### src/rtl/mcu_seq_pkg.sv
// Shared definitions for the MCU sequencer: opcode codes, ALU selector codes, flag bit indices, FSM states.
// The IRQ state only exists when MCU_SEQ_IRQ_EN is defined.
package mcu_seq_pkg;

  localparam int unsigned MCU_LOAD   = 32'd0;
  localparam int unsigned MCU_STORE  = 32'd1;
  localparam int unsigned MCU_LOADI  = 32'd2;
  localparam int unsigned MCU_STOREI = 32'd3;
  localparam int unsigned MCU_ADD    = 32'd4;
  localparam int unsigned MCU_ADDI   = 32'd5;
  localparam int unsigned MCU_ADDC   = 32'd6;
  localparam int unsigned MCU_ADDCI  = 32'd7;
  localparam int unsigned MCU_SUB    = 32'd8;
  localparam int unsigned MCU_SUBI   = 32'd9;
  localparam int unsigned MCU_SUBC   = 32'd10;
  localparam int unsigned MCU_SUBCI  = 32'd11;
  localparam int unsigned MCU_NAND   = 32'd12;
  localparam int unsigned MCU_NANDI  = 32'd13;
  localparam int unsigned MCU_NOR    = 32'd14;
  localparam int unsigned MCU_NORI   = 32'd15;
  localparam int unsigned MCU_XOR    = 32'd16;
  localparam int unsigned MCU_XORI   = 32'd17;
  localparam int unsigned MCU_XNOR   = 32'd18;
  localparam int unsigned MCU_XNORI  = 32'd19;
  localparam int unsigned MCU_JUMP   = 32'd20;
  localparam int unsigned MCU_JZ     = 32'd21;
  localparam int unsigned MCU_JC     = 32'd22;
  localparam int unsigned MCU_JN     = 32'd23;
  localparam int unsigned MCU_NOP    = 32'd24;
  localparam int unsigned MCU_HALT   = 32'd25;

  localparam logic [3:0] ALU_NOP  = 4'd0;
  localparam logic [3:0] ALU_ADD  = 4'd1;
  localparam logic [3:0] ALU_ADDC = 4'd2;
  localparam logic [3:0] ALU_SUB  = 4'd3;
  localparam logic [3:0] ALU_SUBC = 4'd4;
  localparam logic [3:0] ALU_NAND = 4'd5;
  localparam logic [3:0] ALU_NOR  = 4'd6;
  localparam logic [3:0] ALU_XOR  = 4'd7;
  localparam logic [3:0] ALU_XNOR = 4'd8;

  localparam int FLAG_ZERO  = 0;
  localparam int FLAG_CARRY = 1;
  localparam int FLAG_NEG   = 2;

  typedef enum logic [2:0] {
    ST_RESET   = 3'd0,
    ST_FETCH   = 3'd1,
    ST_DECODE  = 3'd2,
    ST_MEMWAIT = 3'd3,
    ST_EXECUTE = 3'd4,
    ST_HALT    = 3'd5
`ifdef MCU_SEQ_IRQ_EN
    , ST_IRQ   = 3'd6
`endif
  } state_e;

  function automatic logic is_mem_op(input logic [31:0] op);
    return (op == MCU_LOAD) || (op == MCU_STORE) || (op == MCU_LOADI) || (op == MCU_STOREI);
  endfunction

  function automatic logic is_store_op(input logic [31:0] op);
    return (op == MCU_STORE) || (op == MCU_STOREI);
  endfunction

  function automatic logic [3:0] alu_sel(input logic [31:0] op);
    case (op)
      MCU_ADD,  MCU_ADDI:  return ALU_ADD;
      MCU_ADDC, MCU_ADDCI: return ALU_ADDC;
      MCU_SUB,  MCU_SUBI:  return ALU_SUB;
      MCU_SUBC, MCU_SUBCI: return ALU_SUBC;
      MCU_NAND, MCU_NANDI: return ALU_NAND;
      MCU_NOR,  MCU_NORI:  return ALU_NOR;
      MCU_XOR,  MCU_XORI:  return ALU_XOR;
      MCU_XNOR, MCU_XNORI: return ALU_XNOR;
      default:             return ALU_NOP;
    endcase
  endfunction

  function automatic logic branch_taken(input logic [31:0] op, input logic zero,
                                        input logic carry, input logic neg);
    case (op)
      MCU_JUMP: return 1'b1;
      MCU_JZ:   return zero;
      MCU_JC:   return carry;
      MCU_JN:   return neg;
      default:  return 1'b0;
    endcase
  endfunction

endpackage

### src/rtl/mcu_seq_wait_cnt.sv
// 4-bit RAM wait counter: loads a start value, counts down to zero and saturates there.
module mcu_wait_cnt
  import mcu_seq_pkg::*;
(
  input  logic       clk,
  input  logic       rst,
  input  logic       load_i,
  input  logic       dec_i,
  input  logic [3:0] load_val_i,
  output logic       zero_o
);

  logic [3:0] cnt_q, cnt_d;

  always_comb begin
    cnt_d = cnt_q;
    if (load_i) begin
      cnt_d = load_val_i;
    end else if (dec_i && (cnt_q != 4'd0)) begin
      cnt_d = cnt_q - 4'd1;
    end
  end

  always_ff @(posedge clk or posedge rst) begin
    if (rst) begin
      cnt_q <= 4'd0;
    end else begin
      cnt_q <= cnt_d;
    end
  end

  assign zero_o = (cnt_q == 4'd0);

endmodule

### src/rtl/mcu_seq.sv
// MCU control sequencer: RESET/FETCH/DECODE/[MEMWAIT]/EXECUTE loop with HALT, driving datapath enables.
// Defining MCU_SEQ_IRQ_EN adds the irq/irq_ack/pc_vector ports and the IRQ state after EXECUTE.
module mcu_seq
  import mcu_seq_pkg::*;
#(
  parameter int INST_WIDTH  = 5,
  parameter int APSR_WIDTH  = 3,
  parameter int ALUOP_WIDTH = 4,
  parameter int MEM_WAIT    = 0
) (
  input  logic                   clk,
  input  logic                   rst,
  input  logic                   run,
  input  logic [INST_WIDTH-1:0]  imem_data,
  input  logic [APSR_WIDTH-1:0]  apsr,
  output logic                   ram_write,
  output logic                   imm_update,
  output logic                   pc_count,
  output logic                   pc_load,
  output logic                   psr_update,
  output logic                   opcode_update,
  output logic                   acc_update,
  output logic [ALUOP_WIDTH-1:0] alu_operation,
  output logic                   halted,
  output logic                   busy
`ifdef MCU_SEQ_IRQ_EN
  ,
  input  logic                   irq,
  output logic                   irq_ack,
  output logic                   pc_vector
`endif
);

  localparam logic [3:0] WAIT_LOAD = (MEM_WAIT > 0) ? 4'(MEM_WAIT - 1) : 4'd0;

  state_e                state_q, state_d;
  logic [INST_WIDTH-1:0] opcode_q, opcode_d;
  logic [APSR_WIDTH-1:0] psr_q, psr_d;
  logic [31:0]           op_ext;
  logic [3:0]            alu_code;
  logic                  wait_load, wait_dec, wait_zero;

  assign op_ext = 32'(opcode_q);

  mcu_wait_cnt u_wait_cnt (
    .clk        (clk),
    .rst        (rst),
    .load_i     (wait_load),
    .dec_i      (wait_dec),
    .load_val_i (WAIT_LOAD),
    .zero_o     (wait_zero)
  );

  always_ff @(posedge clk or posedge rst) begin
    if (rst) begin
      state_q  <= ST_RESET;
      opcode_q <= INST_WIDTH'(MCU_LOAD);
      psr_q    <= '0;
    end else begin
      state_q  <= state_d;
      opcode_q <= opcode_d;
      psr_q    <= psr_d;
    end
  end

  // Opcode and flags are captured together so DECODE sees a consistent pair.
  always_comb begin
    opcode_d = opcode_q;
    psr_d    = psr_q;
    if (opcode_update) begin
      opcode_d = imem_data;
      psr_d    = apsr;
    end
  end

  always_comb begin
    state_d       = state_q;
    ram_write     = 1'b0;
    imm_update    = 1'b0;
    pc_count      = 1'b0;
    pc_load       = 1'b0;
    psr_update    = 1'b0;
    opcode_update = 1'b0;
    acc_update    = 1'b0;
    halted        = 1'b0;
    busy          = 1'b0;
    alu_code      = ALU_NOP;
    wait_load     = 1'b0;
    wait_dec      = 1'b0;
`ifdef MCU_SEQ_IRQ_EN
    irq_ack       = 1'b0;
    pc_vector     = 1'b0;
`endif
    case (state_q)
      ST_FETCH: begin
        imm_update = 1'b1;
        pc_count   = 1'b1;
        state_d    = ST_DECODE;
      end
      ST_DECODE: begin
        pc_count  = 1'b1;
        ram_write = is_store_op(op_ext);
        alu_code  = alu_sel(op_ext);
        pc_load   = branch_taken(op_ext, psr_q[FLAG_ZERO], psr_q[FLAG_CARRY], psr_q[FLAG_NEG]);
        if (op_ext == MCU_HALT) begin
          state_d = ST_HALT;
        end else if (is_mem_op(op_ext) && (MEM_WAIT > 0)) begin
          wait_load = 1'b1;
          state_d   = ST_MEMWAIT;
        end else begin
          state_d = ST_EXECUTE;
        end
      end
      // Opcode is frozen here, so re-deriving ram_write reproduces the DECODE value.
      ST_MEMWAIT: begin
        busy      = 1'b1;
        ram_write = is_store_op(op_ext);
        wait_dec  = 1'b1;
        if (wait_zero) begin
          state_d = ST_EXECUTE;
        end
      end
      ST_EXECUTE: begin
        opcode_update = 1'b1;
        psr_update    = 1'b1;
        acc_update    = 1'b1;
`ifdef MCU_SEQ_IRQ_EN
        state_d       = irq ? ST_IRQ : ST_FETCH;
`else
        state_d       = ST_FETCH;
`endif
      end
      ST_HALT: begin
        halted = 1'b1;
        if (run) begin
          state_d = ST_FETCH;
        end
      end
`ifdef MCU_SEQ_IRQ_EN
      ST_IRQ: begin
        irq_ack   = 1'b1;
        pc_vector = 1'b1;
        state_d   = ST_FETCH;
      end
`endif
      // RESET and any unused encoding.
      default: begin
        opcode_update = 1'b1;
        psr_update    = 1'b1;
        acc_update    = 1'b1;
        state_d       = ST_FETCH;
      end
    endcase
  end

  assign alu_operation = ALUOP_WIDTH'(alu_code);

endmodule
### config.mk
export PLATFORM = sky130hd
export DESIGN_NAME = mcu_seq
export DESIGN_NICKNAME = d
export VERILOG_FILES = /design/src/rtl/mcu_seq_pkg.sv /design/src/rtl/mcu_seq_wait_cnt.sv /design/src/rtl/mcu_seq.sv
export SDC_FILE = /design/constraint.sdc
export NUM_CORES = 1
export LEC_CHECK = 0
export ABC_AREA = 1
export BUFFER_PORTS_ARGS = -buffer_cell sky130_fd_sc_hd__buf_2
export CORE_MARGIN = 2
export CORE_UTILIZATION = 52
export CTS_CLUSTER_DIAMETER = 40
export CTS_CLUSTER_SIZE = 10
export DETAILED_ROUTE_END_ITERATION = 8
export GPL_TIMING_DRIVEN = 0
export PLACE_DENSITY = 0.78
export REMOVE_ABC_BUFFERS = 1
export SETUP_SLACK_MARGIN = 0.4
export SLEW_MARGIN = 20
export SYNTH_ARGS = -nofsm -noshare
export SYNTH_HDL_FRONTEND = slang
export SYNTH_SLANG_ARGS = --single-unit
### constraint.sdc
create_clock -name clk -period 1.4 [get_ports clk]
set_input_delay 0.07 -clock clk [delete_from_list [all_inputs] [get_ports clk]]
set_output_delay 0.07 -clock clk [all_outputs]
set_load 0.005 [all_outputs]
==> impl_summary.txt <==
----------------------------------------------------
[Hold path]
  Worst min-delay path category ... primary input to flip-flop
  Hold Path Origin ... apsr[0]
  Number of cells traversed by the worst hold path ... 3

[Final layout]
  Number of fill cells ... 73
  Final antenna diode count ... 0
  Share of post-route cells with drive strength above 1 ... 64.67%
  Post-layout nets ... 185
  Synth-to-Final Area Change ... 60.41%
  Cell area after layout ... 1572 um2

[Clocking]
  H-tree Lvls ... 1
  Clock root cell ... clkbuf_4
  Buffer levels on the longest clock path ... 2
  Total clock sinks ... 15
  Insertion delay of the later-clocked pin in the worst-skew pair ... 0.29 ns
  Cts bufs inserted ... 3
  Clock-pin slew on the worst setup and hold paths ... 0.09 ns
  Clock tree from TritonCTS ... built

[Floorplan]
  Height of the die ... 47.41 um
  Initial standard-cell utilization of the core ... 56.13%
  Core region area ... 1745 um2
  Floorplan row count ... 15
  Count of boundary I/O pins ... 24
  Total die area ... 2247 um2
  Width of the chip ... 47.41 um

[Routing]
  Total routed wirelength ... 3491 um
  Met1 Wirelength ... 1235 um
  Residual DRC count ... 0
  DRT antenna net count ... 0
  Met3 wire length ... 286 um
  Routed length on met2 ... 1797 um
  Top Metal Used ... met4
  Via count of the routed design ... 1072
  Per-cell routed wire length ... 18.18 um
  Starting DRT DRC Count ... 46
  Detailed-routing iteration count for the pre-antenna-repair pass ... 4
  Via-per-instance ratio ... 5.583

[Synthesis]
  Synth warn ... 0
  Sequential cell area fraction in the yosys report ... 38.31%
  Cell type contributing the most total cell area after synthesis ... dfrtp_1
  Seq cells post-synth ... 15
  Top area cells in the synthesized netlist ... dfrtp_1 (38%), nand2_1 (11%), ha_1 (7.7%)
  Syn avg cell area ... 8.233 um2
  Share of synthesized flip-flops with an asynchronous set or reset ... 100.0%
  Number of flops mapped to enable cells by yosys ... 0
  Netlist area before placement ... 979.7 um2
  Yosys top cell area share ... 38.31%
  Unique masters post-synth ... 23
  Top flip-flop cell by instance count after synthesis ... dfrtp_1
  Number of cells produced by synthesis ... 119

[Run status]
  Outcome ... finished with violations
  Failing checks ... hold timing, setup timing

[Timing]
  Max-slew headroom ... 60.25%
  Crit path setup slack, layout ... -0.1559 ns
  Minimum clock period after layout ... 1.556 ns
  Min Hold Slack ... -0.002253 ns
  Post-route fraction of the period consumed by the critical path ... 111.1%
  Maximum clock frequency ... 0.6427 GHz
  Final slew viol count ... 0
  Largest clock skew in the final design ... 0.01667 ns
  RSZ-0062 raised after global routing ... true
  Count of endpoints failing hold in the final timing report ... 3
  Final setup violation count ... 7
  Tightest Pin Transition ... 0.5956 ns

[Worst setup path]
  Critical path origin ... opcode_q[1]
  Highest fanout seen on the critical path ... 4
  Worst reg-to-reg path cell count ... 7
  Arrival @ worst endpoint ... 1.49 ns
  Type of the worst setup path ... flip-flop to output port
  Critical Path Source Type ... flip-flop
  Type of destination of the critical path ... output port
  Required time at the worst-slack endpoint ... 1.33 ns
  Origin of the critical flop-to-flop path ... state_q[1]

[Place]
  Placer Congestion ... 0.8412
  Cell Area, Placed ... 1091 um2
  HPWL after detailed placement ... 1332 um
  Number of buffers inserted by port buffering ... 23

[Global routing]
  Number of global-route vias before repair ... 918
  Sum of overflow across all layers after global routing ... 0
  Largest net degree at the start of global routing ... 16
  Total routing resource utilization after global routing ... 25.20%
  Wire length of the first global-routing pass ... 3926 um
  Number of antenna violations at the first check in global routing ... 0

[Power and ir drop]
  Power, Total ... 3.596 mW
  Pwr Density ... 2288 nW/um2
  Worst supply voltage drop on vdd ... 1.632 mV
  Leakage Power ... 0.7905 nW

[Job]
  Max-capacitance violation count ... 0

----------------------------------------------------
-- power breakdown --
group / total (mW) / leakage, nW / switching, mW / internal, mW
Combinational: 2.53 / 0.586 / 1.31 / 1.22
Clock: 0.265 / 0.0177 / 0.159 / 0.106
Sequential: 0.802 / 0.187 / 0.205 / 0.597
-- cell usage after synthesis (2+ instances only) --
library cell	instances
nand3_1	3
nand2_1	29
nor2_2	2
o21ai_2	7
buf_4	2
dfrtp_1	15
ha_1	6
inv_1	13
a21oi_1	2
nand2_2	3
nand2_4	6
o21ai_0	3
nor2_1	15
inv_2	2
nand4_1	3
-- worst max-delay path, cell delays in order (launching register included) --
cell and delay [ns]:
dfrtp_2 0.45, inv_4 0.10, buf_6 0.11, nand2_2 0.06
nor2_1 0.13, nor2_1 0.06, nor2_1 0.14, buf_2 0.15
-- repair_timing --
item / CTS / global route
hold endpoints to repair: 16 / 1
pin swaps: 17 / 15
resized for setup: 52 / 19
buffers inserted: 14 / 5
cloned: 2 / 0
setup endpoints to repair: 25 / 28
hold buffers: 2 / 1
-- metrics by stage --
step                setup slack (ns)   TNS, ns  utilization (%)  cells  hold slack, ns
floorplan                     0.2376         0                -    116        -0.02852
global placement             0.03728         0            62.51    164          0.1476
detailed placement          -0.03503  -0.03503            62.51    164          0.1525
CTS                         -0.05050   -0.1416            83.37    186      0.00002859
global route                 -0.1916    -1.097            90.04    192        -0.01350
finish                       -0.1559   -0.6845            90.04    192       -0.002253
-- layer usage --
metal / vias up / track usage, %
li1: 473 / -
met1: 501 / 29.57
met2: 74 / 45.95
met3: 24 / 5.000
met4: 0 / 7.222
met5: - / 0
-- sequential cells by signal, summed over array words and instances (netlist names) --
signal	flops
opcode_q	5
psr_q	3
state_q	3
u_wait_cnt.cnt_q	4
-- layout make-up --
type,instances,area [um2],area share [%]
Multi-Input combinational cell,85,681.9,43.39
Sequential cell,15,379.1,24.12
Timing Repair Buffer,46,372.9,23.73
Inverter,17,78.83,5.016
Tap cell,25,31.28,1.990
Clock buffer,3,22.52,1.433
Clock inverter,1,5.005,0.3185
-- cell families after synthesis --
group,synth area share [%]
AND/OR/NAND/NOR,32.18
buffers and inverters,10.73
flip-flops,38.31
AO/OA/AOI/OAI,9.322
adder cells (fa/ha/maj),7.663
XOR/XNOR,1.788
-- layout by cell type, fill, tap and decap left out, types with 9 or more instances in the layout --
cell / n
buf_6: 10
dfrtp_1: 12
inv_2: 9
buf_2: 20
nand2_2: 11
nor2_1: 12
o21ai_2: 9
buf_4: 11
nand2_1: 16
nand2_4: 11
-- worst paths after layout --
check | endpoint | slack [ns]
hold reg to reg | psr_q[1] | 0.51
setup / recovery | pc_load | -0.16
min in group asynchronous | psr_q[2] | 0.37
hold / removal | psr_q[0] | -0.002
max in group asynchronous | opcode_q[1] | 0.59
setup reg to reg | opcode_q[3] | 0.14
No activity file was read; power rests on OpenSTA's default activity.
